File: config.mk
export PLATFORM = sky130hd
export DESIGN_NAME = ram_stream_reader
export DESIGN_NICKNAME = d
export VERILOG_FILES = /design/src/rtl/ram_stream_reader_pkg.sv /design/src/rtl/ram_stream_reader_skid_fifo2.sv /design/src/rtl/ram_stream_reader.sv
export SDC_FILE = /design/constraint.sdc
export NUM_CORES = 1
export LEC_CHECK = 0
export ABC_AREA = 1
export BUFFER_PORTS_ARGS = -buffer_cell sky130_fd_sc_hd__clkbuf_2
export CAP_MARGIN = 20
export CELL_PAD_IN_SITES_DETAIL_PLACEMENT = 0
export CELL_PAD_IN_SITES_GLOBAL_PLACEMENT = 1
export CORE_MARGIN = 8
export CORE_UTILIZATION = 44
export CTS_CLUSTER_DIAMETER = 80
export DETAILED_ROUTE_END_ITERATION = 8
export PLACE_DENSITY = 0.86
export REMOVE_ABC_BUFFERS = 1
export SLEW_MARGIN = 20
export SYNTH_ARGS = -nofsm -noshare
export SYNTH_HDL_FRONTEND = slang
export SYNTH_HIERARCHICAL = 1
export SYNTH_SLANG_ARGS = --single-unit
File: constraint.sdc
create_clock -name clk -period 7.46 [get_ports clk]
set_clock_uncertainty 0.15 [all_clocks]
set_input_delay 1.492 -clock clk [delete_from_list [all_inputs] [get_ports clk]]
set_output_delay 1.492 -clock clk [all_outputs]
set_load 0.03 [all_outputs]
File: src/rtl/ram_stream_reader_pkg.sv
// Shared widths and FSM encoding for the RAM stream reader cluster.
package ram_stream_reader_pkg;

  localparam int unsigned ADDR_W = 9;
  localparam int unsigned DATA_W = 56;

  typedef enum logic [1:0] {
    StIdle,
    StRun,
    StDrain
  } state_e;

endpackage

File: src/rtl/ram_stream_reader_skid_fifo2.sv
// Two-entry FIFO that absorbs RAM read data while the sink stalls.
module skid_fifo2 #(
  parameter int unsigned DATA_W = 56
) (
  input  logic              clk,
  input  logic              rst,
  input  logic              push,
  input  logic [DATA_W-1:0] push_data,
  input  logic              pop,
  output logic [DATA_W-1:0] head,
  output logic [1:0]        count,
  output logic              empty
);

  logic [DATA_W-1:0] mem_q [2];
  logic              wr_ptr_q;
  logic              rd_ptr_q;
  logic [1:0]        count_q;

  always_ff @(posedge clk or posedge rst) begin
    if (rst) begin
      mem_q[0] <= '0;
      mem_q[1] <= '0;
      wr_ptr_q <= 1'b0;
      rd_ptr_q <= 1'b0;
      count_q  <= 2'd0;
    end else begin
      if (push) begin
        mem_q[wr_ptr_q] <= push_data;
        wr_ptr_q        <= ~wr_ptr_q;
      end
      if (pop) begin
        rd_ptr_q <= ~rd_ptr_q;
      end
      count_q <= count_q + {1'b0, push} - {1'b0, pop};
    end
  end

  assign head  = mem_q[rd_ptr_q];
  assign count = count_q;
  assign empty = (count_q == 2'd0);

endmodule

File: src/rtl/ram_stream_reader.sv
// Streams cmd_len consecutive words from a registered-output RAM as
// valid/ready beats, starting at cmd_base and wrapping modulo 2^ADDR_W.
module ram_stream_reader #(
  parameter int unsigned ADDR_W = ram_stream_reader_pkg::ADDR_W,
  parameter int unsigned DATA_W = ram_stream_reader_pkg::DATA_W
) (
  input  logic              clk,
  input  logic              rst,
  input  logic              cmd_valid,
  output logic              cmd_ready,
  input  logic [ADDR_W-1:0] cmd_base,
  input  logic [ADDR_W:0]   cmd_len,
  output logic [ADDR_W-1:0] ram_addr,
  input  logic [DATA_W-1:0] ram_dout,
  output logic              out_valid,
  input  logic              out_ready,
  output logic [DATA_W-1:0] out_data,
  output logic              out_last,
  output logic              done
);

  import ram_stream_reader_pkg::*;

  state_e            state_q, state_d;
  logic [ADDR_W-1:0] addr_q;
  logic [ADDR_W-1:0] last_addr_q;
  logic [ADDR_W:0]   remaining_q;
  logic              inflight_q;
  logic              inflight_last_q;
  logic              done_q;

  logic              accept;
  logic              issue;
  logic              pop;
  logic              fifo_empty;
  logic [1:0]        fifo_count;
  logic [2:0]        occ_next;
  logic [DATA_W:0]   head;
  logic              head_last;
  logic              final_issue;

  assign accept      = cmd_valid && cmd_ready;
  assign pop         = out_valid && out_ready;
  assign final_issue = issue && (remaining_q == (ADDR_W + 1)'(1));

  // Occupancy the FIFO will have after this cycle's push/pop; issuing only
  // below 2 leaves room for the word that lands next cycle.
  assign occ_next = {1'b0, fifo_count} + {2'b00, inflight_q} - {2'b00, pop};

  always_ff @(posedge clk or posedge rst) begin
    if (rst) begin
      state_q <= StIdle;
    end else begin
      state_q <= state_d;
    end
  end

  always_comb begin
    state_d = state_q;
    unique case (state_q)
      StIdle:  if (accept && (cmd_len != '0)) state_d = StRun;
      StRun:   if (final_issue) state_d = StDrain;
      StDrain: if (pop && head_last) state_d = StIdle;
      default: state_d = StIdle;
    endcase
  end

  always_comb begin
    cmd_ready = (state_q == StIdle);
    issue     = (state_q == StRun) && (occ_next < 3'd2);
  end

  always_ff @(posedge clk or posedge rst) begin
    if (rst) begin
      addr_q          <= '0;
      last_addr_q     <= '0;
      remaining_q     <= '0;
      inflight_q      <= 1'b0;
      inflight_last_q <= 1'b0;
      done_q          <= 1'b0;
    end else begin
      inflight_q      <= issue;
      inflight_last_q <= final_issue;
      done_q          <= (accept && (cmd_len == '0)) || (pop && head_last);
      if (accept) begin
        addr_q      <= cmd_base;
        remaining_q <= cmd_len;
      end else if (issue) begin
        addr_q      <= addr_q + ADDR_W'(1);
        remaining_q <= remaining_q - (ADDR_W + 1)'(1);
        last_addr_q <= addr_q;
      end
    end
  end

  assign ram_addr = issue ? addr_q : last_addr_q;

  // The last-beat tag travels alongside the data through the FIFO.
  skid_fifo2 #(
    .DATA_W(DATA_W + 1)
  ) u_fifo (
    .clk      (clk),
    .rst      (rst),
    .push     (inflight_q),
    .push_data({inflight_last_q, ram_dout}),
    .pop      (pop),
    .head     (head),
    .count    (fifo_count),
    .empty    (fifo_empty)
  );

  assign head_last = head[DATA_W];
  assign out_valid = !fifo_empty;
  assign out_data  = head[DATA_W-1:0];
  assign out_last  = out_valid && head_last;
  assign done      = done_q;

endmodule
==> metrics.md <==
| Metric | Value |
|---|---|
| Reg-to-Reg Start | `u_fifo/count[1]$_DFF_PP0_` |
| Final min period | `around 5.3 ns` |
| Post-cts repair resize count | `0` |
| Total design power | `roughly 4.5 mW` |
| Vias in the first global route | `5497` |
| Setup bufs post-CTS | `0` |
| Worst-path cell chain | `clkbuf_2 -> nand2_1 -> nor2_1 -> o21ai_0 -> fa_1 -> inv_1 -> nor2_2 -> nand2_2 -> inv_8 -> nand2_1 -> nand2_1 -> clkbuf_2` |
| Clock Path Buffers | `2` |
| CTS Buf Count | `17` |
| Vias | `about 5800` |
| Syn_area_per_cell | `approximately 8 um^2` |
| Wirelength per Cell | `roughly 13 um` |
| Post-cts hold buffer count | `0` |
| Port bufs | `roughly 150` |
| Dpl cells | `between 1000 and 1500` |
| Leading area contributor after synthesis | `dfrtp_1` |
| RSZ-0062 raised after global routing | `no` |
| Final Hold Fails | `0` |
| Endpoints failing setup | `0` |
| Die height | `approximately 140 um` |
| Clock transition at path regs | `about 0.070 ns` |
| Stages on the worst setup path | `12` |
| Critical path's top delay family | `simple AND/OR/NAND/NOR gates` |
| Synth top cells by count | `276 x nand2_1, 153 x inv_1, 151 x dfrtp_1, 147 x o21ai_0, 42 x o21ai_1` |
| Max Clk Rate | `189 MHz` |
| Crit path DAT | `3.65 ns` |
| Power per Cell Area | `roughly 520 mW/mm^2` |
| Pre-CTS WS | `2.16 ns` |
| Initial antenna violation count | `0` |
| Reg2Reg Capture Point | `remaining_q[5]$_DFFE_PP0P_` |
| Crit path kind | `primary input to output pin` |
| Register-to-Register Path Depth | `13` |
| CP max stage delay | `between 0.5 and 0.6 ns` |
| Synth area leaders | `dfrtp_1 52%, nand2_1 14%, o21ai_0 10%` |
| TNS Setup | `0 ns` |
| Starting Density | `0.444` |
| DRC violations left | `0` |
| Slew headroom | `0.370` |
| GPL Wtd Cong | `between 0.8 and 0.9` |
| Worst setup EP type | `output pin` |
| Num Clock Sinks | `between 150 and 200` |
| Root Buffer Master | `clkbuf_16` |
| Core area | `0.0164 mm^2` |
| Area grow syn2layout | `18.8%` |
| 1st-pass router iterations | `5` |
| Die X | `between 100 and 150 um` |
| Syn Std Cell Area | `about 0.0073 mm^2` |
| Critical path fanouts, max | `29` |
| Critical path required time | `slightly below 6 ns` |
| Nets | `around 1100` |
| Seq cells post-synth | `~150` |
| Routed vias/inst | `about 4.6` |
| Most frequent cell after synthesis | `nand2_1` |
| Row count | `47` |
| Peak supply drop | `between 0.2 and 0.3 mV` |
| CTS tree | `built` |
| Final slew viol count | `0` |
| Ant diodes | `0` |
| Main synth FF type | `dfrtp_1` |
| Aggregate routed wire length | `between 15000 and 20000 um` |
| Io pins | `148` |
| Post-route ant nets | `0` |
| Status | `finished clean` |
| Worst Hold Launch | `last_addr_q[1]$_DFFE_PP0N_` |
| EDFF count, synth | `0` |
| GR Overflow Total | `0` |
| H-tree Lvls | `4` |
| Layout cells sized above 1 | `0.199` |
| Max-cap viol count | `0` |
| Full die area | `~0.021 mm^2` |
| Crit share post-route | `0.710` |
| Area share of the largest cell type after synthesis | `0.519` |
| Register area share after synthesis | `0.519` |
| Initial DRC Count | `a little under 400` |
| CP most frequent cell | `nand2_1` |
| WHS Endpoint | `last_addr_q[1]$_DFFE_PP0N_` |
| Asr flop ratio synth | `1.00` |
| WHS Path Cells | `2` |
| Largest net degree at the start of global routing | `about 120` |
| Slowest-stage cell, CP | `fa_1` |
| Final worst slack | `about 2.2 ns` |
| All-layer global routing usage | `0.159` |
| Worst-margin pin slew | `0.945 ns` |
| Syn. warnings | `6` |
| Worst hold path type | `flop to flop` |
| CP Launch Type | `primary input` |
| Hpwl dp | `between 10000 and 15000 um` |
| Leakage | `between 4 and 5 nW` |
| Critical path buffers and inverters | `4` |
| Worst-Skew Late Latency | `~0.42 ns` |
| Flop-to-flop setup slack | `approximately 4.6 ns` |
| Post-Syn Instances | `around 900` |
| First-pass GRT wire length | `26400 um` |
| Finished Layout Cells | `~1300` |
| Final hold slack | `around 0.33 ns` |
| Count of cell types in the netlist | `27` |
registers in the layout (all words and copies together), names as in the netlist:
register and flops:
u_fifo/mem_q 114, remaining_q 10, addr_q 9, last_addr_q 9, state_q 2, u_fifo/count 2, done 1, inflight_last_q 1
inflight_q 1, u_fifo/rd_ptr_q 1, u_fifo/wr_ptr_q 1
placed cells by master, fill, tap and decap left out, types with 4 or more instances in the layout:
cell       instances
clkbuf_16         17
inv_1            152
o21ai_1           42
buf_4              4
nor2_1            26
xor2_1             6
nand3_2           11
bufinv_16          5
nand4_1            4
ha_1               5
dfrtp_1          150
clkbuf_2         147
o21ai_0          147
nand2_1          276
nand3_1           25
how the worst max path moves through the flow:
stage / start / end / slack [ns]
2_1_floorplan: out_ready / ram_addr[0] / 2.52
3_3_place_gp: out_ready / ram_addr[2] / 2.19
3_5_place_dp: out_ready / ram_addr[1] / 2.16
4_1_cts: out_ready / ram_addr[1] / 2.15
5_1_grt: out_ready / ram_addr[2] / 1.91
6_report: out_ready / ram_addr[2] / 2.17
per-layer routing:
layer / vias to the layer above / track usage / share of wire
li1: 3052 / - / -
met1: 2648 / 0.222 / 0.49
met2: 125 / 0.233 / 0.44
met3: 13 / 0.0417 / 0.064
met4: 0 / 0.0542 / 0.0098
met5: - / 0 / 0
power breakdown:
group	leakage [nW]	internal (mW)	total (mW)	switching (mW)
Clock	0.318	0.608	0.953	0.344
Sequential	1.86	1.22	1.47	0.250
Combinational	2.56	0.613	2.10	1.48
Total	4.73	2.44	4.51	2.08
layout make-up:
type	count	area [um^2]
clock buffers	19	443
clock inverters	13	219
fillers	1587	7750
inverters	157	599
multi-input cells	556	2580
flip-flops and latches	151	3780
well taps	220	275
repair buffers	151	766
cells by family (layout without fill, tap and decap cells):
group / Yosys count / after routing / share of synthesized area
XOR/XNOR: 6 / 6 / 0.00721
AND/OR/NAND/NOR: 352 / 352 / 0.200
AO/OA/AOI/OAI: 192 / 192 / 0.133
flip-flops: 151 / 151 / 0.519
buffers and inverters: 202 / 340 / 0.130
adder cells (fa/ha/maj): 6 / 6 / 0.0113
stage by stage:
stage               utilization  area, um^2
floorplan                     -        6930
global placement          0.487        7990
detailed placement        0.487        7990
CTS                       0.527        8650
global route              0.528        8660
finish                    0.528        8660
worst min-delay path, delay by kind of cell (launching register included):
kind	cells	cell delay [ns]
flops	1	0.32
simple gates	2	0.13
Note: power is estimated with default switching activity, not from simulation.
